==> src/rtl/arb_pkg.sv <==
// arb_pkg: shared definitions for the memory port arbiter.
//   - default widths and timeout budget used as parameter defaults
//   - FSM state encoding shared by the top level and anything that decodes it
package arb_pkg;

    localparam int ADDR_W_DEF  = 32;
    localparam int DATA_W_DEF  = 32;
    localparam int TIMEOUT_DEF = 255;

    typedef enum logic [1:0] {
        ST_IDLE     = 2'd0,
        ST_IF_WAIT  = 2'd1,
        ST_MEM_WAIT = 2'd2,
        ST_DONE     = 2'd3
    } arb_state_e;

endpackage

==> src/rtl/arb_timeout_counter.sv <==
// arb_timeout_counter: wait-cycle counter for the arbiter's port timeout.
//   clk  : system clock
//   rst  : asynchronous active-low reset
//   clr  : restart the count from 0 (asserted on WAIT entry)
//   inc  : count one WAIT cycle
//   hit  : count has reached TIMEOUT
// The count saturates at TIMEOUT so a stuck inc never wraps back to 0.
module arb_timeout_counter
    import arb_pkg::*;
#(
    parameter int TIMEOUT = TIMEOUT_DEF
) (
    input  logic clk,
    input  logic rst,
    input  logic clr,
    input  logic inc,
    output logic hit
);

    localparam int CNT_W = (TIMEOUT < 1) ? 1 : $clog2(TIMEOUT + 1);

    logic [CNT_W-1:0] count_q;
    logic [CNT_W-1:0] count_d;

    assign hit = (count_q == CNT_W'(TIMEOUT));

    always_comb begin
        count_d = count_q;
        if (clr) begin
            count_d = '0;
        end else if (inc && !hit) begin
            count_d = count_q + 1'b1;
        end
    end

    always_ff @(posedge clk or negedge rst) begin
        if (!rst) begin
            count_q <= '0;
        end else begin
            count_q <= count_d;
        end
    end

endmodule

==> src/rtl/mem_port_arbiter.sv <==
// mem_port_arbiter: shares one memory port between instruction fetch and
// data load/store. Data accesses win over fetch. One transaction at a time:
// grant (IDLE) -> wait for port_ack (IF_WAIT/MEM_WAIT) -> one-cycle
// completion pulse (DONE) -> IDLE.
//
// Ports:
//   clk, rst                      clock, asynchronous active-low reset
//   if_req, if_addr               fetch request (level) and PC
//   if_instr, if_valid, if_freeze fetch data, completion pulse, IF stall
//   mem_rd, mem_wr, mem_addr,     data request (level), address, store data
//   mem_wdata
//   mem_rdata, mem_ready,         load data, completion pulse, pipeline stall
//   mem_freeze
//   port_req, port_we, port_addr, shared port request side (registered)
//   port_wdata
//   port_ack, port_rdata          shared port response
//   err                           one-cycle timeout pulse
//
// Build option: define ARB_TIMEOUT_EN to abandon a WAIT after TIMEOUT cycles
// without port_ack; otherwise WAIT states last until ack and err is 0.
module mem_port_arbiter
    import arb_pkg::*;
#(
    parameter int ADDR_W  = ADDR_W_DEF,
    parameter int DATA_W  = DATA_W_DEF,
    parameter int TIMEOUT = TIMEOUT_DEF
) (
    input  logic              clk,
    input  logic              rst,
    input  logic              if_req,
    input  logic [ADDR_W-1:0] if_addr,
    input  logic              mem_rd,
    input  logic              mem_wr,
    input  logic [ADDR_W-1:0] mem_addr,
    input  logic [DATA_W-1:0] mem_wdata,
    output logic [DATA_W-1:0] if_instr,
    output logic              if_valid,
    output logic              if_freeze,
    output logic [DATA_W-1:0] mem_rdata,
    output logic              mem_ready,
    output logic              mem_freeze,
    output logic              port_req,
    output logic              port_we,
    output logic [ADDR_W-1:0] port_addr,
    output logic [DATA_W-1:0] port_wdata,
    input  logic              port_ack,
    input  logic [DATA_W-1:0] port_rdata,
    output logic              err
);

    arb_state_e        state_q, state_d;
    logic              port_req_q, port_req_d;
    logic              port_we_q, port_we_d;
    logic [ADDR_W-1:0] port_addr_q, port_addr_d;
    logic [DATA_W-1:0] port_wdata_q, port_wdata_d;
    logic              if_valid_q, if_valid_d;
    logic              mem_ready_q, mem_ready_d;
    logic [DATA_W-1:0] if_instr_q, if_instr_d;
    logic [DATA_W-1:0] mem_rdata_q, mem_rdata_d;

`ifdef ARB_TIMEOUT_EN
    logic err_q, err_d;
    logic tmo_clr;
    logic tmo_inc;
    logic tmo_hit;

    arb_timeout_counter #(
        .TIMEOUT (TIMEOUT)
    ) u_timeout (
        .clk (clk),
        .rst (rst),
        .clr (tmo_clr),
        .inc (tmo_inc),
        .hit (tmo_hit)
    );

    assign err = err_q;
`else
    assign err = 1'b0;
`endif

    always_comb begin
        state_d      = state_q;
        port_req_d   = port_req_q;
        port_we_d    = port_we_q;
        port_addr_d  = port_addr_q;
        port_wdata_d = port_wdata_q;
        if_valid_d   = 1'b0;
        mem_ready_d  = 1'b0;
        if_instr_d   = if_instr_q;
        mem_rdata_d  = mem_rdata_q;
`ifdef ARB_TIMEOUT_EN
        err_d        = 1'b0;
        tmo_clr      = 1'b0;
        tmo_inc      = 1'b0;
`endif

        case (state_q)
            ST_IDLE: begin
                if (mem_rd || mem_wr) begin
                    state_d      = ST_MEM_WAIT;
                    port_req_d   = 1'b1;
                    port_we_d    = mem_wr;
                    port_addr_d  = mem_addr;
                    port_wdata_d = mem_wdata;
`ifdef ARB_TIMEOUT_EN
                    tmo_clr      = 1'b1;
`endif
                end else if (if_req) begin
                    state_d      = ST_IF_WAIT;
                    port_req_d   = 1'b1;
                    port_we_d    = 1'b0;
                    port_addr_d  = if_addr;
                    port_wdata_d = '0;
`ifdef ARB_TIMEOUT_EN
                    tmo_clr      = 1'b1;
`endif
                end
            end

            ST_IF_WAIT, ST_MEM_WAIT: begin
`ifdef ARB_TIMEOUT_EN
                tmo_inc = 1'b1;
`endif
                if (port_ack) begin
                    state_d    = ST_DONE;
                    port_req_d = 1'b0;
                    port_we_d  = 1'b0;
                    if (state_q == ST_IF_WAIT) begin
                        if_valid_d = 1'b1;
                        if_instr_d = port_rdata;
                    end else begin
                        mem_ready_d = 1'b1;
                        // Store completions return no data.
                        mem_rdata_d = port_we_q ? '0 : port_rdata;
                    end
                end
`ifdef ARB_TIMEOUT_EN
                else if (tmo_hit) begin
                    // Give up: complete the requester with zero data and flag err.
                    state_d    = ST_DONE;
                    port_req_d = 1'b0;
                    port_we_d  = 1'b0;
                    err_d      = 1'b1;
                    if (state_q == ST_IF_WAIT) begin
                        if_valid_d = 1'b1;
                        if_instr_d = '0;
                    end else begin
                        mem_ready_d = 1'b1;
                        mem_rdata_d = '0;
                    end
                end
`endif
            end

            ST_DONE: begin
                state_d = ST_IDLE;
            end

            default: begin
                state_d    = ST_IDLE;
                port_req_d = 1'b0;
            end
        endcase
    end

    always_ff @(posedge clk or negedge rst) begin
        if (!rst) begin
            state_q      <= ST_IDLE;
            port_req_q   <= 1'b0;
            port_we_q    <= 1'b0;
            port_addr_q  <= '0;
            port_wdata_q <= '0;
            if_valid_q   <= 1'b0;
            mem_ready_q  <= 1'b0;
            if_instr_q   <= '0;
            mem_rdata_q  <= '0;
`ifdef ARB_TIMEOUT_EN
            err_q        <= 1'b0;
`endif
        end else begin
            state_q      <= state_d;
            port_req_q   <= port_req_d;
            port_we_q    <= port_we_d;
            port_addr_q  <= port_addr_d;
            port_wdata_q <= port_wdata_d;
            if_valid_q   <= if_valid_d;
            mem_ready_q  <= mem_ready_d;
            if_instr_q   <= if_instr_d;
            mem_rdata_q  <= mem_rdata_d;
`ifdef ARB_TIMEOUT_EN
            err_q        <= err_d;
`endif
        end
    end

    assign port_req   = port_req_q;
    assign port_we    = port_we_q;
    assign port_addr  = port_addr_q;
    assign port_wdata = port_wdata_q;
    assign if_valid   = if_valid_q;
    assign mem_ready  = mem_ready_q;
    assign if_instr   = if_instr_q;
    assign mem_rdata  = mem_rdata_q;

    assign if_freeze  = if_req & ~if_valid_q;
    assign mem_freeze = (mem_rd | mem_wr) & ~mem_ready_q;

endmodule
==> config.mk <==
export PLATFORM = sky130hd
export DESIGN_NAME = mem_port_arbiter
export DESIGN_NICKNAME = d
export VERILOG_FILES = /design/src/rtl/arb_pkg.sv /design/src/rtl/arb_timeout_counter.sv /design/src/rtl/mem_port_arbiter.sv
export SDC_FILE = /design/constraint.sdc
export NUM_CORES = 1
export LEC_CHECK = 0
export ABC_AREA = 1
export BUFFER_PORTS_ARGS = -buffer_cell sky130_fd_sc_hd__buf_2
export CAP_MARGIN = 10
export CELL_PAD_IN_SITES_DETAIL_PLACEMENT = 1
export CELL_PAD_IN_SITES_GLOBAL_PLACEMENT = 1
export CORE_MARGIN = 2
export CORE_UTILIZATION = 33
export CTS_CLUSTER_SIZE = 40
export DETAILED_ROUTE_END_ITERATION = 16
export MAX_ROUTING_LAYER = met4
export PLACE_DENSITY_LB_ADDON = 0.3
export SLEW_MARGIN = 20
export SYNTH_ARGS = -nofsm -noshare
export SYNTH_HDL_FRONTEND = slang
export SYNTH_SLANG_ARGS = --single-unit
==> constraint.sdc <==
create_clock -name clk -period 1.9 [get_ports clk]
set_clock_uncertainty 0.05 [all_clocks]
set_input_delay 0.57 -clock clk [delete_from_list [all_inputs] [get_ports clk]]
set_output_delay 0.57 -clock clk [all_outputs]
set_load 0.01 [all_outputs]
==> results of run 1 <==
## cell usage after synthesis
cell type,instances,area share
dfrtp_1,134,0.59
nor2_8,1,0.0035
inv_2,2,0.0013
nand3_1,3,0.0026
buf_2,14,0.012
inv_1,9,0.0059
nand3b_1,1,0.0013
nand2_2,1,0.0011
clkbuf_1,17,0.011
buf_6,7,0.014
ha_1,4,0.0088
o21ai_0,65,0.057
nor2_2,1,0.0011
buf_1,1,0.00066
nand2_1,435,0.29
nor2_1,6,0.0039
conb_1,1,0.00066
buf_4,1,0.0013
## routing by layer
metal	global-route usage	routed length (um)
met2	0.3435	8829
met4	0.06539	302
met3	0.06360	1374
met1	0.2422	7699
met5	-	0
## metrics by stage
| step | hold slack, ns | instances | worst slack (ns) | total power, mW | util |
|---|---|---|---|---|---|
| floorplan | 0.2244 | 703 | 0.1220 | 7.908 | - |
| global placement | 0.3997 | 1169 | 0.2276 | 10.06 | 0.4267 |
| detailed placement | 0.4046 | 1169 | 0.1296 | 10.30 | 0.4267 |
| CTS | 0.004291 | 1200 | 0.04311 | 13.47 | 0.4588 |
| global route | 0.01868 | 1204 | 0.01157 | 14.34 | 0.4602 |
| finish | 0.01240 | 1204 | 0.07415 | 13.27 | 0.4602 |
## flip-flops by register name, indices dropped and copies added, names as in the netlist
register / flops
if_instr: 32
mem_rdata: 32
port_addr: 32
port_wdata: 32
state_q: 2
if_valid: 1
mem_ready: 1
port_req: 1
port_we: 1
## power by group
group | leakage [nW] | switching [mW] | internal [mW] | total [mW]
Sequential | 1.68 | 0.652 | 4.17 | 4.82
Clock | 0.259 | 1.32 | 1.75 | 3.07
Combinational | 2.67 | 3.36 | 2.02 | 5.38
Total | 4.61 | 5.33 | 7.93 | 13.3
## worst paths after layout
kind	cells past startpoint	slack (ns)	start	endpoint
max	7	0.07	state_q[0]	mem_rdata[7]
max in group asynchronous	2	1.25	rst	mem_rdata[15]
max reg2reg	7	0.07	state_q[0]	mem_rdata[7]
min in group clk	3	0.30	mem_wdata[20]	port_wdata[20]
min reg2reg	2	0.42	port_wdata[7]	port_wdata[7]
min	1	0.01	rst	port_addr[19]
## logic make-up after synthesis
| logic type | synth area share |
|---|---|
| buffers and inverters | 0.04647 |
| AO/OA/AOI/OAI | 0.05699 |
| flip-flops | 0.5875 |
| adder cells (fa/ha/maj) | 0.008768 |
| AND/OR/NAND/NOR | 0.2997 |
| other | 0.0006570 |
## cell type report
cell class                      instances  area share
Antenna cell                            1   0.0003177
Clock buffer                           19     0.05750
Clock inverter                         12     0.01223
Inverter                               11    0.005241
Multi-Input combinational cell        518      0.2656
Sequential cell                       134      0.4257
Tap cell                              225     0.03574
Timing Repair Buffer                  284      0.1977
## timing repair
item,4_1_cts,5_1_grt
resized for setup,0,1
endpoints found under the setup margin,0,21
hold endpoints to repair,0,0
setup buffers,0,3
## worst max-delay path, cell delays in order, from the launching register on
cell	delay [ns]
dfrtp_1	0.43
inv_1	0.11
ha_1	0.34
inv_2	0.07
nor2_1	0.17
nand2_2	0.14
buf_12	0.19
o21ai_0	0.21
==> results by stage, run 1 <==
Clock tree:
- The maximum clock insertion buffer count is 2.
- The H-tree was split into 4 levels.
- The clock latency on the worst-skew pair is roughly 0.42 ns.
- Clock-pin slew was measured on the worst setup and hold paths at 0.06 ns.
- In this run the clock root is driven by a clkbuf_16.
- The sink count of the clock tree is between 100 and 150.
- The number of CTS-inserted buffers is 17.
- The number of buffers added to fix hold violations after cts is 0.
- TritonCTS built the clock tree.

Setup path:
- At the worst endpoint, the required time is between 2 and 2.5 ns.
- The worst setup path is of the flip-flop to flip-flop kind.
- The kind of start point of the critical path is a flip-flop.
- The critical path endpoint category is a flip-flop.
- The data arrival at the endpoint of the critical path is 2.09 ns.
- Along the worst path, the maximum fanout reaches 42.

Synthesis:
- During synthesis, Yosys emitted a total of 0 warnings.
- Summing every instance area after synthesis gives about 5700 sq um.
- The number of nets handed over by synthesis was ~840.
- The post-synthesis cell count is around 700.
- The number of flip-flops and latches in the synthesized netlist is around 130.
- Dividing the synthesized area by the synthesized cell count gives about 8 sq um.
- The netlist uses 18 different library cells.
- For this run, the register share of the synthesized area comes to 0.5875.

Die:
- The initial standard-cell utilization of the core is 0.3335.
- The die outline area is around 18000 sq um.
- The die is roughly 140 um wide.
- After floorplanning, the core was divided into 48 placement rows.
- The number of placed I/O pins is between 200 and 300.
- The die boundary height is 135.5 um.
- After floorplanning, the core was sized to cover ~17000 sq um.

Detailed routing:
- Once detail routing completed, the nets flagged for antenna violations numbered 0.
- The count of routing violations after the opening detailed-route iteration is around 170.
- Dividing the detail-routed wire length by the instance count gives ~15 um.
- Wires add up to 18210 um.
- The pre-antenna-repair detailed-routing pass consisted of 4 iterations.
- Summing over every cut layer, the via total after detailed routing is roughly 5500.
- After detailed routing, the number of remaining DRC violations is 0.
- The vias per cell is ~4.6.

Hold path:
- The worst min-delay path category is primary input to asynchronous set/reset pin.

Cells and area:
- The layout has approximately 2200 filler cells.
- Summing all multi-input logic gate instances after layout gives ~2100 sq um.
- The finished cells cover 7878 sq um.
- In the final layout, the share of cells above drive strength 1 is 0.3282.
- The top cell types in the final layout, fill and taps aside, are 434 x nand2_1, 266 x buf_2, 134 x dfrtp_1, 64 x o21ai_0, 17 x clkbuf_16.
- The sequential cell area is about 3400 sq um.
- The number of nets in the finished design is 1104.
- The area growth from synthesis to layout is 38.01%.
- The most common cell after layout, fill and taps aside is nand2_1.

Global routing:
- For this run, the total global-route usage over all layers was measured as 0.2072.
- The via count of the first global-routing pass is between 5000 and 6000.
- The first global-routing pass estimated around 29000 um of wire.
- The number of antenna violations at the first check in global routing is 1.
- Entering global routing, the biggest net connects 65 pins.
- Summed over all layers, the global routing overflow is 0.

Placement:
- Summing all placed instances gives a cell area of around 7300 sq um.
- The placed wire-length estimate is about 13000 um.
- Routability-driven placement finished with a final weighted congestion of between 0.7 and 0.8.
- Input and output buffers added on the ports amount to 267.

Timing:
- The setup-violating endpoint count in the final report is 0.
- The count of pins over their slew limit is 0.
- The relative slew slack is 0.6237.
- The total negative slack is 0 ns.
- The maximum achievable frequency is about 550 MHz.
- The worst path in the final design needs a cycle of about 1.8 ns, including I/O delays and setup.
- The final worst-path cycle share is 0.9610.
- The number of hold violations in the final report is 0.
- For the pin with the worst max-slew slack, the measured transition is 0.5637 ns.
- Setup repair after global routing left no endpoint under its margin.

Pwr:
- The leakage power is between 4 and 5 nW.
- The worst ir drop on vdd is about 0.00069 V.
- The power per unit of standard cell area is between 1500 and 2000 nW/um^2.

Status:
- The flow ran to the end, and the final reports show no timing, DRC or antenna violations.

Flow run:
- Max-cap violations in this run came to 0.
Note: power is estimated with default switching activity, not from simulation.
==> run 2, diff against run 1 <==
--- a/config.mk
+++ b/config.mk
@@ -5,13 +5,12 @@
 export SDC_FILE = /design/constraint.sdc
 export NUM_CORES = 1
 export LEC_CHECK = 0
-export ABC_AREA = 1
 export BUFFER_PORTS_ARGS = -buffer_cell sky130_fd_sc_hd__buf_2
 export CAP_MARGIN = 10
 export CELL_PAD_IN_SITES_DETAIL_PLACEMENT = 1
 export CELL_PAD_IN_SITES_GLOBAL_PLACEMENT = 1
 export CORE_MARGIN = 2
-export CORE_UTILIZATION = 33
+export CORE_UTILIZATION = 34
 export CTS_CLUSTER_SIZE = 40
 export DETAILED_ROUTE_END_ITERATION = 16
 export MAX_ROUTING_LAYER = met4
==> results by stage, run 2 <==
Placement:
- The number of buffers added on ports was 267 (unchanged).
- The placer congestion estimate is 0.7873 (+2.6%).
- The number of cells after detailed placement came to 913 (-22%).
- The worst setup timing slack at the placement stage is -0.2289 ns (-0.3585 ns).
- The placed wire-length estimate is 11510 um (-11%).

Detailed routing:
- The number of remaining DRC errors is 0 (unchanged).
- The sum of routed wire length over all layers is 15590 um (-14%).
- The number of optimization iterations in the first detailed-route pass was 4 (unchanged).
- The vias per cell is 4.663 (+2.3%).
- The wire length per cell after detailed routing is 16.46 um (+8.9%).
- The number of vias after detailed routing is 4416 (-20%).
- The number of nets with antenna violations after routing is 0 (unchanged).
- The count of routing violations after the opening detailed-route iteration came to 187 (+8.1%).

Clock tree:
- The clock tree from TritonCTS is yes.
- The clock transition at the registers of the reported paths was 0.06 ns (about the same).
- The clock latency on the worst-skew pair was 0.40 ns (-0.02 ns).
- The maximum clock insertion buffer count came to 2 (unchanged).
- The tree is rooted in a clkbuf_16.
- The number of CTS-inserted buffers is 17 (unchanged).
- The CTS H-tree depth is 4 (unchanged).
- The sink count of the clock tree is 134 (unchanged).
- The number of buffers inserted to repair setup after CTS is 0 (unchanged).

Pwr:
- The worst ir drop on vdd is 0.0006918 V (-0.27%).
- The power per unit of standard cell area was 1764 nW/um^2 (+4.8%).
- The overall power consumption is 13.50 mW (+1.8%).
- The leakage power came to 4.023 nW (-13%).

Synthesis:
- The post-synthesis cell count was 452 (-36%).
- The number of warnings printed during yosys synthesis is 0 (unchanged).
- The synthesized net count is 590 (-30%).
- The post-synthesis cell type count was 24 (+6).
- The share of the synthesized netlist area taken by xor and xnor gates came to 0 (unchanged).
- The simple logic cell fraction of the synthesized area is 0.07694 (-0.2227).
- The post-synthesis instance area was 5383 sq um (-5.7%).
- The mean cell area of the mapped netlist is 11.91 sq um (+47%).
- The number of flip-flops and latches in the synthesized netlist is 134 (unchanged).
- Of all cell types, the one taking the most synthesized area is dfrtp_1.
- The number of enable flip-flop cells after synthesis is 0 (unchanged).
- The fraction of registers with async set/reset is 1.000 (unchanged).
- The most used flip-flop cell after synthesis is dfrtp_1.
- The commonest cells after synthesis are 134 x dfrtp_1, 97 x nand2_1, 55 x o21ai_0, 35 x mux2i_1, 33 x mux2_2.
- The combinational family with the most area after synthesis is multiplexers.
- The most instantiated library cell after synthesis is dfrtp_1.
- The adder-cell share of the synthesized area was 0.009298 (+0.0005299).
- The multiplexer fraction of the synthesized cell area came to 0.1341 (+0.1341).
- The share of the synthesized area in the top cell type was 0.6230 (+0.03550).
- The area fraction in compound gates after synthesis is 0.1223 (+0.06528).
- The sequential fraction of the synthesis area came to 0.6230 (+0.03550).
- In the post-synthesis netlist, the biggest area contributors are dfrtp_1 62%, mux2_2 6.9%, nand2_1 6.8%.

Setup path:
- The classification of the worst setup path is primary input to primary output.
- The critical path's slowest cell is buf_4.
- The required time of the critical path is 1.28 ns (-0.88 ns).
- The delay of the slowest cell on the worst path was 0.15 ns (-0.28 ns).
- The largest fanout of any net on the critical path is 3 (-93%).
- By instance count, the cell type seen most on the critical path is buf_2.
- STA classifies the critical path endpoint as a primary output.
- The data arrival at the endpoint of the critical path was 1.16 ns (-0.93 ns).
- Traced cell by cell, the critical path runs through buf_2 -> nor2_4 -> buf_4 -> nor2_1 -> buf_2.
- The worst setup path is launched from a primary input.

Timing:
- The maximum achievable frequency came to 560.6 MHz (+2.4%).
- The minimum clock period after layout was 1.784 ns (-0.04211 ns).
- The final worst-path cycle share is 0.9388 (-0.02216).
- The total negative slack was 0 ns (unchanged).
- The relative slew slack came to 0.5027 (-0.1210).
- The final setup slack of the worst path is 0.1163 ns (+0.04211 ns).
- The setup-violating endpoint count in the final report came to 0 (unchanged).
- The count of pins over their slew limit is 0 (unchanged).
- Setup repair after global routing left no endpoint under its margin.
- The transition time of the tightest slew-check pin is 0.7444 ns (+0.1807 ns).
- The number of hold violations in the final report is 0 (unchanged).
- The final hold slack is 0.3272 ns (+0.3148 ns).

Die:
- The area of the core region is 15310 sq um (-11%).
- The die boundary height came to 129.8 um (-4.2%).
- The number of cell rows is 45 (-6.3%).
- The number of placed I/O pins is 269 (unchanged).
- The initial standard-cell utilization of the core is 0.3515 (+0.01799).
- The die outline area is 16850 sq um (-8.2%).
- The floorplan die width is 129.8 um (-4.2%).

Cells and area:
- The number of inserted filler cells in the final layout was 1783 (-19%).
- The final instance count without filler cells is 947 (-21%).
- The library cells used most frequently in the layout, excluding fill and tap cells, are 266 x buf_2, 134 x dfrtp_1, 97 x nand2_1, 55 x o21ai_0, 35 x mux2i_1.
- Compared with the post-synthesis result, the final layout area differs by 42.19%.
- The number of nets in the finished design was 860 (-22%).
- The share of post-route cells with drive strength above 1 is 0.4714 (+0.1432).
- The library cell used most frequently in the layout, excluding fill and tap cells, is buf_2.

Global routing:
- The via count of the first global-routing pass is 4627 (-18%).
- The remaining global-route overflow is 0 (unchanged).
- The number of antenna violations at the first check in global routing is 2 (+1).
- The total track usage is 0.1901 (-0.01711).
- The pin count of the biggest net entering global routing is 97 (+49%).
- The wire length of the first global-routing pass is 23800 um (-17%).

Hold path:
- The worst min-delay path category is primary input to flip-flop.

Flow run:
- The count of max-cap constraint violations came to 0 (unchanged).

Status:
- The flow ran to the end, and the final reports show no timing, DRC or antenna violations.
[run 2: worst max-delay path, delay by kind of cell]
| family | cells | cell delay (ns) |
|---|---|---|
| buffers and inverters | 3 | 0.42 |
| and+or+nand+nor | 2 | 0.17 |
[run 2: what timing repair did]
action | CTS | global route
gates resized for setup | 1 | 0
endpoints found under the hold margin | 13 | 0
setup endpoints to repair | 32 | 0
hold buffers | 1 | 0
[run 2: where the power goes]
part           switching, mW  internal, mW  total [mW]
registers              0.685          4.23        4.91
logic                   2.84          2.30        5.14
clock network           1.22          2.23        3.45
[run 2: cell type report]
cell class | count | area [sq um] | share of cell area
antenna | 2 | 5.005 | 0.0006539
clock buffer | 20 | 446.7 | 0.05836
clock inverter | 11 | 173.9 | 0.02272
inverter | 6 | 22.52 | 0.002943
multi-input combinational | 281 | 1856 | 0.2424
sequential | 134 | 3353 | 0.4381
tap | 211 | 264.0 | 0.03449
timing repair buffer | 282 | 1533 | 0.2003
[run 2: logic make-up after synthesis]
family	Yosys count
adders and majority gates	4
buffers and inverters	37
DFF	134
other	1
AOI/OAI and AO/OA	103
and+or+nand+nor	105
muxes	68
[run 2: worst paths after layout]
path	from	to	slack, ns	cells after the start
min in group asynchronous	rst	mem_rdata[18]	0.58	2
max	mem_rd	mem_freeze	0.12	5
max reg2reg	state_q[0]	state_q[1]	0.22	5
max in group asynchronous	rst	mem_rdata[28]	0.60	3
min reg2reg	mem_rdata[22]	mem_rdata[22]	0.42	2
min	mem_wdata[9]	port_wdata[9]	0.33	2
[run 2: stage by stage]
| stage | area [sq um] | util |
|---|---|---|
| 3_5_place_dp | 7013 | 0.4579 |
| 6_report | 7654 | 0.4998 |
| 2_1_floorplan | 5383 | - |
| 3_3_place_gp | 7013 | 0.4579 |
| 5_1_grt | 7654 | 0.4998 |
| 4_1_cts | 7649 | 0.4994 |
[run 2: metal layers]
metal	global-route usage	up-vias	routed length, um
li1	-	2086	-
met1	0.2180	2122	6139
met2	0.3114	192	7720
met3	0.06478	16	1483
met4	0.06768	0	247
met5	-	-	0
